### config.mk
export PLATFORM = sky130hd
export DESIGN_NAME = ula_mc
export DESIGN_NICKNAME = d
export VERILOG_FILES = /design/src/rtl/ula_mc.sv
export SDC_FILE = /design/constraint.sdc
export NUM_CORES = 1
export LEC_CHECK = 0
export CAP_MARGIN = 20
export CORE_AREA = 8 8 222 224
export DETAILED_ROUTE_END_ITERATION = 10
export DIE_AREA = 0 0 230 232
export PLACE_DENSITY_LB_ADDON = 0.1
export SYNTH_ARGS = -nofsm -noshare
export SYNTH_HDL_FRONTEND = slang
export SYNTH_SLANG_ARGS = --single-unit
### constraint.sdc
create_clock -name clk -period 14.4 [get_ports clk]
set_clock_uncertainty 0.1 [all_clocks]
set_input_delay 3.6 -clock clk [delete_from_list [all_inputs] [get_ports clk]]
set_output_delay 3.6 -clock clk [all_outputs]
set_load 0.02 [all_outputs]
### src/rtl/ula_mc.sv
`default_nettype none
// ============================================================================
//  Module      : ula_mc
//  Description : Multi-cycle integer ALU with a valid/ready handshake on both
//                sides. Non-shift operations and zero-amount shifts complete
//                in one cycle. A shift by k moves one bit per cycle, so its
//                result is ready 1+k cycles after the operation is accepted.
//  Revision    : 1.0 - initial release
// ----------------------------------------------------------------------------
//  Ports
//    clk        in   clock; all state changes on the rising edge
//    reset      in   synchronous, active-high reset
//    in_valid   in   op/s1/s2 are valid
//    in_ready   out  block can accept an operation (IDLE only)
//    op         in   0 ADD 1 SUB 2 AND 3 OR 4 XOR 5 SLT 6 SLTU 7 SLL 8 SRL 9 SRA
//    s1, s2     in   operands; s2[SHAMT_W-1:0] is the shift amount
//    out_valid  out  res/flags are valid (DONE only)
//    out_ready  in   consumer takes the result
//    res        out  registered result
//    flags      out  registered {Z,N,C,V,LT,LTU}
// ============================================================================
module ula_mc #(
  parameter int WIDTH   = 64,
  parameter int SHAMT_W = $clog2(WIDTH)
) (
  input  logic               clk,
  input  logic               reset,
  input  logic               in_valid,
  output logic               in_ready,
  input  logic [3:0]         op,
  input  logic [WIDTH-1:0]   s1,
  input  logic [WIDTH-1:0]   s2,
  output logic               out_valid,
  input  logic               out_ready,
  output logic [WIDTH-1:0]   res,
  output logic [5:0]         flags
);

  localparam logic [3:0] OP_ADD  = 4'd0;
  localparam logic [3:0] OP_SUB  = 4'd1;
  localparam logic [3:0] OP_AND  = 4'd2;
  localparam logic [3:0] OP_OR   = 4'd3;
  localparam logic [3:0] OP_XOR  = 4'd4;
  localparam logic [3:0] OP_SLT  = 4'd5;
  localparam logic [3:0] OP_SLTU = 4'd6;
  localparam logic [3:0] OP_SLL  = 4'd7;
  localparam logic [3:0] OP_SRL  = 4'd8;
  localparam logic [3:0] OP_SRA  = 4'd9;

  typedef enum logic [1:0] {
    ST_IDLE  = 2'd0,
    ST_SHIFT = 2'd1,
    ST_DONE  = 2'd2
  } state_t;

  state_t               state_q, state_d;
  logic [SHAMT_W-1:0]   cnt_q, cnt_d;
  logic [WIDTH-1:0]     sh_q, sh_d;      // latched s1, then the shift in progress
  logic [3:0]           op_q, op_d;
  logic [WIDTH-1:0]     res_q, res_d;
  logic [5:0]           flags_q, flags_d;

  // --------------------------------------------------------------------------
  // Single-cycle evaluation of the operation presented on the inputs.
  // One adder serves ADD and the subtract-based ops (SUB/SLT/SLTU).
  // --------------------------------------------------------------------------
  logic                 is_sub;
  logic [WIDTH-1:0]     b_opnd;
  logic [WIDTH:0]       sum;
  logic                 c_add, v_add, lt_s, ltu_s;
  logic                 is_shift;
  logic [SHAMT_W-1:0]   shamt;
  logic [WIDTH-1:0]     alu_res;
  logic                 alu_c, alu_v, alu_lt, alu_ltu;
  logic [5:0]           alu_flags;

  always_comb begin
    is_sub  = (op != OP_ADD);
    b_opnd  = is_sub ? ~s2 : s2;
    sum     = {1'b0, s1} + {1'b0, b_opnd} + {{WIDTH{1'b0}}, is_sub};
    c_add   = sum[WIDTH];
    // Overflow: both adder inputs share a sign the sum does not.
    v_add   = (s1[WIDTH-1] == b_opnd[WIDTH-1]) && (sum[WIDTH-1] != s1[WIDTH-1]);
    lt_s    = sum[WIDTH-1] ^ v_add;
    ltu_s   = ~c_add;
    shamt   = s2[SHAMT_W-1:0];

    is_shift = 1'b0;
    alu_res  = '0;
    alu_c    = 1'b0;
    alu_v    = 1'b0;
    alu_lt   = 1'b0;
    alu_ltu  = 1'b0;

    case (op)
      OP_ADD: begin
        alu_res = sum[WIDTH-1:0];
        alu_c   = c_add;
        alu_v   = v_add;
      end
      OP_SUB: begin
        alu_res = sum[WIDTH-1:0];
        alu_c   = c_add;
        alu_v   = v_add;
        alu_lt  = lt_s;
        alu_ltu = ltu_s;
      end
      OP_AND:  alu_res = s1 & s2;
      OP_OR:   alu_res = s1 | s2;
      OP_XOR:  alu_res = s1 ^ s2;
      OP_SLT: begin
        alu_res = {{(WIDTH-1){1'b0}}, lt_s};
        alu_lt  = lt_s;
        alu_ltu = ltu_s;
      end
      OP_SLTU: begin
        alu_res = {{(WIDTH-1){1'b0}}, ltu_s};
        alu_lt  = lt_s;
        alu_ltu = ltu_s;
      end
      OP_SLL, OP_SRL, OP_SRA: begin
        // Zero-amount shift finishes immediately with s1 unchanged.
        is_shift = 1'b1;
        alu_res  = s1;
      end
      default: alu_res = '0;   // illegal op: res=0, Z=1 only
    endcase

    alu_flags = {(alu_res == '0), alu_res[WIDTH-1], alu_c, alu_v, alu_lt, alu_ltu};
  end

  // One-bit step of the latched shift; SRA replicates the latched sign bit.
  logic [WIDTH-1:0] sh_step;

  always_comb begin
    case (op_q)
      OP_SLL:  sh_step = {sh_q[WIDTH-2:0], 1'b0};
      OP_SRA:  sh_step = {sh_q[WIDTH-1], sh_q[WIDTH-1:1]};
      default: sh_step = {1'b0, sh_q[WIDTH-1:1]};
    endcase
  end

  // --------------------------------------------------------------------------
  // Next-state logic
  // --------------------------------------------------------------------------
  always_comb begin
    state_d = state_q;
    cnt_d   = cnt_q;
    sh_d    = sh_q;
    op_d    = op_q;
    res_d   = res_q;
    flags_d = flags_q;

    case (state_q)
      ST_IDLE: begin
        if (in_valid) begin
          op_d = op;
          sh_d = s1;
          if (is_shift && (shamt != '0)) begin
            state_d = ST_SHIFT;
            cnt_d   = shamt;
          end else begin
            state_d = ST_DONE;
            res_d   = alu_res;
            flags_d = alu_flags;
          end
        end
      end
      ST_SHIFT: begin
        sh_d  = sh_step;
        cnt_d = cnt_q - SHAMT_W'(1);
        // The last step's value goes straight into the result register.
        if (cnt_q == SHAMT_W'(1)) begin
          state_d = ST_DONE;
          res_d   = sh_step;
          flags_d = {(sh_step == '0), sh_step[WIDTH-1], 4'b0000};
        end
      end
      ST_DONE: begin
        if (out_ready) begin
          state_d = ST_IDLE;
        end
      end
      default: state_d = ST_IDLE;
    endcase
  end

  always_ff @(posedge clk) begin
    if (reset) begin
      state_q <= ST_IDLE;
      cnt_q   <= '0;
      sh_q    <= '0;
      op_q    <= '0;
      res_q   <= '0;
      flags_q <= '0;
    end else begin
      state_q <= state_d;
      cnt_q   <= cnt_d;
      sh_q    <= sh_d;
      op_q    <= op_d;
      res_q   <= res_d;
      flags_q <= flags_d;
    end
  end

  assign in_ready  = (state_q == ST_IDLE);
  assign out_valid = (state_q == ST_DONE);
  assign res       = res_q;
  assign flags     = flags_q;

endmodule
`default_nettype wire

==> summary.md, run 1 <==
The logs give 0 for the count of unresolved DRC violations after routing and 0.3446 for the initial core utilization. Kind of critical path: in -> reg. The clock root buffer master is sky130_fd_sc_hd__clkbuf_16. In the layout the commonest cells are 262 x sky130_fd_sc_hd__nor2_1, 209 x sky130_fd_sc_hd__a21oi_1, 206 x sky130_fd_sc_hd__clkdlybuf4s50_1, 195 x sky130_fd_sc_hd__ha_1, 180 x sky130_fd_sc_hd__nand2_1.

The net count reported at finish is 2589. Compared with the post-synthesis result, the final layout area differs by 19.16%. The arrival time at the worst endpoint is 10110 ps, and the depth of the most critical reg-to-reg path is 13. The cell total after placement was 2845.

Based on the critical path, the design can be clocked at up to 101.9 MHz. Setup violations remaining at the end of the flow were counted as 0. TritonCTS built the clock tree. The mean routed wirelength per cell is 23.91 µm, and the post-place setup slack is 4222 ps. The kind of path behind the tightest hold check is reg -> reg. Before antenna repair, the detailed router went through 6 iterations. Setup repair after global routing left no endpoint under its margin. The biggest area contributor in the post-synthesis netlist is sky130_fd_sc_hd__dfxtp_1.

The share of the clock period used by the worst path after layout was 0.6817; the height of the die was 232 µm. Counting along the longest clock path gives a buffer depth of 2. The number of maximum-capacitance constraint violations is 0, and the final critical path time including I/O delays and setup is 9816 ps. The die covers 53360 µm². Counting every instance in the synthesized netlist gives 2171.

The quantity of I/O buffers inserted on ports is 207. The wire length of the first global-routing pass was 104500 µm; the count of fill cells added during filler insertion was 4828. At the end of routability-driven placement, the weighted congestion stood at 0.9476. The worst setup path is launched from an input pin. The design draws 1.599 mW. The number of cells in the finished layout apart from fillers was 2877.

The logs give 0 for the number of antenna diodes and 0 for the count of buffers added by post-CTS timing repair for setup. The total global routing track utilization was 0.2499; the top-level I/O count was 208. The most common cell after layout, fill and taps aside was sky130_fd_sc_hd__nor2_1.

The tools report the core occupancy in the finished layout as 0.4106. The initial antenna violation count is 0, and the count of synthesis-stage warnings from yosys is 0. The latest clock arrival within the worst-skew pair was 470 ps. Number of global-route vias before repair: 16470.

In this run the static leakage power is 7.789 nW. Counting flops with a built-in enable in the synthesized netlist gives 0. Data on the critical path is required at its endpoint by 14690 ps. After floorplanning, the core was sized to cover 45860 µm².

The sequential cell area was 2903 µm²; the count of different cell masters after synthesis was 90. The maximum resistive drop on vdd came out at 0.08632 mV. After global routing the overflow that remains totals 0. In this run, post-CTS repair resized a total of 0 instances. The total via count after detailed routing was 16930; the final antenna-violating net count was 0. The flip-flop and latch count after synthesis was 145; the register clock-pin slew on the reported worst setup and hold paths was 70 ps. The headroom to the max-slew limit was 0.3012; the synthesized area divided by synthesized cell count was 7.280 µm². STA classifies the critical path endpoint as a register. The run gives 68790 µm as the total wire length after detailed routing. For the number of H-tree branching levels, the log shows 4. In the synthesized netlist the dominant register cell turns out to be sky130_fd_sc_hd__dfxtp_1. The areal power density over the cells works out to 84.89 nW/µm². The netlist area before placement was 15810 µm²; the cell depth of the worst min-delay path was 2. The placement row count came out at 79. By area the synthesized netlist is led by sky130_fd_sc_hd__dfxtp_1 18%, sky130_fd_sc_hd__ha_1 15%, sky130_fd_sc_hd__a21oi_1 6.6%, sky130_fd_sc_hd__nor2_1 6.2%, sky130_fd_sc_hd__xnor2_1 5.5%.

The number of endpoints with negative hold slack in the final report came out at 0. The run gives 52220 µm as the placed wire-length estimate. The run finished with clean final reports. In the routed layout, each cell is associated on average with a via count of 5.884. In this run, the number of DRC markers left after iteration 0 of detailed routing was 1432. The highest net fanout along the worst path was 35. The tools report the cell area after layout as 18830 µm². The part of the Yosys area used for sequential elements is 0.1837, and the measured slew at the worst slew-check pin is 1039 ps. The tools report the worst setup margin as 4584 ps. For this design, the sink count on the clock tree is 145. Top-area cell type share of the netlist area: 0.1837. The fraction of final layout cells with drive strength greater than 1 was 0.04537; the total negative setup slack was 0 ps.

Summing all multi-input logic gate instances after layout gives 11750 µm². Buffers inserted to repair hold after CTS numbered 0. The number of nets in the synthesized netlist is 2503.

Once placement finished, the instance area stood at 18220 µm². The largest net degree at the start of global routing was 65; the max-slew violation count was 0. In this run the horizontal extent of the chip is 230 µm. The number of buffers created by CTS was 17; the async set-reset flop share out of synthesis was 0.

Final hold analysis gives a worst-case slack of 349.5 ps.
## synth_stat cells (all sizes together), types with 15 or more instances
| master | number |
|---|---|
| nor2 | 263 |
| mux2i | 68 |
| a221o | 17 |
| o21bai | 15 |
| ha | 195 |
| nand3 | 20 |
| nand2 | 182 |
| o21ai | 163 |
| inv | 152 |
| a31oi | 15 |
| dfxtp | 145 |
| nor4 | 29 |
| nor3 | 26 |
| o21a | 16 |
| nand4 | 39 |
| a211oi | 22 |
| clkbuf | 120 |
| a21o | 23 |
| a22oi | 41 |
| a221oi | 86 |
| buf | 42 |
| xnor2 | 100 |
| a21oi | 210 |
## where the power goes
group          switching [mW]  internal (mW)  total, mW
registers              0.0294          0.428      0.457
logic                   0.399          0.246      0.646
clock network           0.213          0.283      0.496
## registers in the layout (all words and copies together) (netlist names)
signal,count
sh_q,64
state_q,2
op_q,4
flags,6
res,63
cnt_q,6
## final timing paths
path | to | slack, ps | start
setup / recovery | flags[5] | 4580 | op[3]
hold / removal | res[60] | 350 | res[60]
setup reg to reg | flags[5] | 9180 | state_q[0]
hold reg to reg | res[60] | 350 | res[60]
## final cells by class
cell class / instances / share of cell area
Clock buffer: 20 / 0.02425
Clock inverter: 12 / 0.008371
Inverter: 152 / 0.03029
Multi-Input combinational cell: 1712 / 0.6240
Sequential cell: 145 / 0.1541
Tap cell: 607 / 0.04033
Timing Repair Buffer: 229 / 0.1187
## kinds of logic (layout without fill, tap and decap cells)
kind of cell / Yosys count / count (layout) / synth area share
adder cells (fa/ha/maj): 196 / 196 / 0.1556
XOR/XNOR: 114 / 114 / 0.06317
flip-flops: 145 / 145 / 0.1837
AO/OA/AOI/OAI: 690 / 690 / 0.2868
multiplexers: 76 / 76 / 0.04877
AND/OR/NAND/NOR: 636 / 636 / 0.1850
buffers and inverters: 314 / 413 / 0.07695
## critical path, stage by stage
cell and delay [ps]:
sky130_fd_sc_hd__clkdlybuf4s50_1 1010, sky130_fd_sc_hd__nor4_4 40, sky130_fd_sc_hd__buf_4 330, sky130_fd_sc_hd__buf_4 410
sky130_fd_sc_hd__nand2_1 130, sky130_fd_sc_hd__o21ai_0 180, sky130_fd_sc_hd__fa_1 470, sky130_fd_sc_hd__nand3b_1 210
sky130_fd_sc_hd__a211oi_2 370, sky130_fd_sc_hd__o2111ai_1 260, sky130_fd_sc_hd__a31oi_1 600, sky130_fd_sc_hd__and3_1 330
sky130_fd_sc_hd__or2_1 230, sky130_fd_sc_hd__a21oi_1 120, sky130_fd_sc_hd__xnor2_1 150, sky130_fd_sc_hd__a221oi_1 650
sky130_fd_sc_hd__nand4_1 150, sky130_fd_sc_hd__or4_1 490, sky130_fd_sc_hd__o31ai_2 230
## layer usage
| layer | GRT usage | up-vias | share of wire | routed length, µm |
|---|---|---|---|---|
| li1 | - | 8007 | - | - |
| met1 | 0.3546 | 8199 | 0.48 | 32710 |
| met2 | 0.3902 | 658 | 0.44 | 30510 |
| met3 | 0.03763 | 63 | 0.062 | 4277 |
| met4 | 0.06553 | 0 | 0.019 | 1283 |
| met5 | 0 | - | 0 | 0 |
No activity file was read; power rests on OpenSTA's default activity.
==> run 2, diff against run 1 <==
==> constraint.sdc (replaced) <==
create_clock -name clk -period 10.1 [get_ports clk]
set_clock_uncertainty 0.1 [all_clocks]
set_input_delay 2.525 -clock clk [delete_from_list [all_inputs] [get_ports clk]]
set_output_delay 2.525 -clock clk [all_outputs]
set_load 0.02 [all_outputs]
==> run 2 against run 1 <==
Effect of this change:
- final area rose by 0.27%
- sequential power rose by 43%
- utilization rose by 0.11 points
- critical endpoint unchanged
- sequential cell count did not move
- count of clock-buffer cells in the layout fell by 1
- global-route usage rose by 0.70 points
- worst hold slack barely moved
- register-to-register slack got worse by 3700 ps
- final cell count did not move
- first-iteration DRC count rose by 24%
- sequential share of layout area barely moved
==> summary.md, run 2 (synthesized netlist as in run 1, its figures left out) <==
The total via count after detailed routing was 17090 (+0.97%). The tree is rooted in a sky130_fd_sc_hd__clkbuf_16. The cell area after layout was 18880 µm² (+0.27%).

The cell that appears most often on the critical path is sky130_fd_sc_hd__nand4_1. The number of global-route vias before repair was 16550 (+0.50%). The run finished with clean final reports. The cell total after placement was 2845 (unchanged). The number of endpoints with negative hold slack in the final report is 0 (unchanged). The number of detailed-routing iterations run before antenna repair was 8 (+2); the number of antenna diodes was 0 (unchanged). Setup repair after global routing left no endpoint under its margin. The tools report the number of maximum-capacitance constraint violations as 0 (unchanged).

The logs give 2589 (unchanged) for the net count reported at finish and 17 (unchanged) for the number of buffers created by CTS. Most common cell after layout, fill and taps aside: sky130_fd_sc_hd__nor2_1. The required time at the worst-slack endpoint was 10410 ps (-4280 ps); the core outline area was 45860 µm² (unchanged). The number of buffers inserted for hold repair after clock tree synthesis was 0 (unchanged). The total global routing track utilization is 0.2569 (+0.007024). The startpoint kind of the worst setup timing path was an input pin.

The quantity of I/O buffers inserted on ports is 207 (unchanged). The kind of critical path was in -> reg. sh_q holds more flip-flops than any other register.

The worst-case clock buffer depth was 2 (unchanged). The tools report the top-level I/O count as 208 (unchanged). The measured slew at the worst slew-check pin is 1147 ps (+108.9 ps), and the largest net degree at the start of global routing is 87 (+34%). The fmax is 113.3 MHz. Arrival time at the worst endpoint: 9130 ps (-980 ps).

The number of resized instances in the post-cts repair step was 0 (unchanged); the clock sink total was 145 (unchanged). The tools report the latest clock arrival within the worst-skew pair as 490 ps (+20 ps). The share of the clock period used by the worst path after layout came out at 0.8735. The cell depth of the worst min-delay path was 2 (unchanged); the register clock-pin slew on the reported worst setup and hold paths was 70 ps (about the same).

Maximum resistive drop on vdd: 0.1394 mV (+61%). The run gives 0 (unchanged) as the final number of setup-violating endpoints. The mean routed wirelength per cell works out to 24.35 µm (+1.9%). The critical path endpoint category is a register. The final critical path time including I/O delays and setup was 8822 ps; the headroom to the max-slew limit was 0.2280 (-0.07326). The highest net fanout along the worst path was 33 (-5.7%); the post-detailed-placement cell area was 18260 µm² (+0.25%).

The number of H-tree branching levels is 4 (unchanged). The count of unresolved DRC violations after routing came out at 0 (unchanged). The tools report the number of cells in the finished layout apart from fillers as 2877 (unchanged). For the max-slew violation count, the log shows 0 (unchanged).

The count of fill cells added during filler insertion is 4868 (+0.83%), and the wire length of the first global-routing pass is 106600 µm (+2.0%). Slack of the worst reg-to-reg path: 5500 ps (-3680 ps). In the layout the commonest cells are 262 x sky130_fd_sc_hd__nor2_1, 209 x sky130_fd_sc_hd__a21oi_1, 206 x sky130_fd_sc_hd__clkdlybuf4s50_1, 195 x sky130_fd_sc_hd__ha_1, 180 x sky130_fd_sc_hd__nand2_1. The cell family contributing the most delay on the critical path is compound AO/OA/AOI/OAI gates.

Sequential cell area: 2903 µm² (unchanged). The fraction of final layout cells with drive strength greater than 1 works out to 0.04493 (-0.0004405). Compared with the post-synthesis result, the final layout area differs by 19.47%. The critical path goes through clkdlybuf4s50_1 -> nor4_4 -> buf_4 -> xnor2_1 -> ha_1 -> nand4_1 -> o221a_1 -> o21a_2 -> o41ai_1 -> a21oi_1 -> xnor2_1 -> a221oi_1 -> nand4_1 -> nor4_1 -> nand4_1 -> or4_1 -> o31ai_2. For the final antenna-violating net count, the log shows 0 (unchanged).

The run gives 11750 µm² (unchanged) as the area of combinational cells with multiple inputs. The total negative setup slack is 0 ps (unchanged), and the sum of buffers and inverters on the critical path is 2 (-1). The run gives 0.3446 (unchanged) as the initial core utilization. The endpoint identified for the worst register-to-register timing path is flags[5]. The tools report the startpoint of the most critical register-to-register path as state_q[0]. The initial antenna violation count was 0 (unchanged).

The number of flip-flops under the largest register name was 64 (unchanged); the aggregate global routing overflow was 0 (unchanged). The placed wire-length estimate was 53200 µm (+1.9%). The endpoint of the worst hold path is res[58]. The leakage dissipation is 7.807 nW (+0.23%). The slowest library cell on the worst path was sky130_fd_sc_hd__o41ai_1. The tools report the placement row count as 79 (unchanged). The x dimension of the die is 230 µm (unchanged), and the depth of the most critical reg-to-reg path is 12 (-1).

Launch point of the worst hold path: res[58]. In this run the worst hold path is classified as reg -> reg. The areal power density over the cells is 121.6 nW/µm² (+43%), and the count of buffers added by post-CTS timing repair for setup is 0 (unchanged). The final RePlAce weighted congestion was 0.9198 (-2.9%). The height of the die was 232 µm (unchanged). The total wire length after detailed routing was 70070 µm (+1.9%).

The most critical setup path has its startpoint at op[3]. The tools report the count of routing violations after the opening detailed-route iteration as 1770 (+24%). The largest incremental delay on the critical path is 980 ps (-30 ps). TritonCTS built the clock tree. The area enclosed by the die boundary was 53360 µm² (unchanged). The average via count per standard cell is 5.941 (+0.97%).
## run 2: cell count changes in the layout (fill, tap and decap cells not counted), sizes merged
cell	change
clkinvlp	+1
bufinv	+1
clkbuf	-1
clkinv	-1
## run 2: area by class of cell
type / count / area share
tap: 607 / 0.04022
sequential: 145 / 0.1537
inverter: 152 / 0.03021
timing repair buffer: 229 / 0.1207
clock inverter: 13 / 0.009873
clock buffer: 19 / 0.02293
multi-input combinational: 1712 / 0.6223
## run 2: metrics by stage
stage | util | hold slack [ps] | setup slack [ps] | total power, mW
global placement | 0.3979 | 341.7 | 918.3 | 1.578
finish | 0.4117 | 349.3 | 1278 | 2.295
floorplan | - | 349.3 | 2922 | 1.226
detailed placement | 0.3982 | 346.6 | 872.6 | 1.580
global route | 0.4117 | 368.7 | 955.2 | 2.426
CTS | 0.4117 | 355.2 | 1390 | 2.308
## run 2: metal layers
metal	up-vias	GRT usage	routed length [µm]
met4	0	0.07365	1692
li1	8038	-	-
met3	95	0.05241	4827
met2	676	0.3962	30720
met5	-	0	0
met1	8282	0.3580	32830
## run 2: worst min-delay path, delay by kind of cell, from the launching register on
| kind | cells | cell delay, ps |
|---|---|---|
| simple gates | 1 | 50 |
| compound gates | 1 | 50 |
| flops | 1 | 310 |
## run 2: worst max-delay path by stage
stage	to	cells past startpoint
3_3_place_gp	flags[5]	17
2_1_floorplan	flags[5]	18
5_1_grt	flags[5]	17
6_report	flags[5]	17
4_1_cts	flags[5]	17
3_5_place_dp	flags[5]	17
## run 2: power breakdown
part	total (mW)	internal, mW	switching [mW]	leakage [nW]
Clock	0.713	0.413	0.300	0.290
Sequential	0.654	0.610	0.0442	1.19
Combinational	0.928	0.354	0.574	6.33
Total	2.30	1.38	0.919	7.81
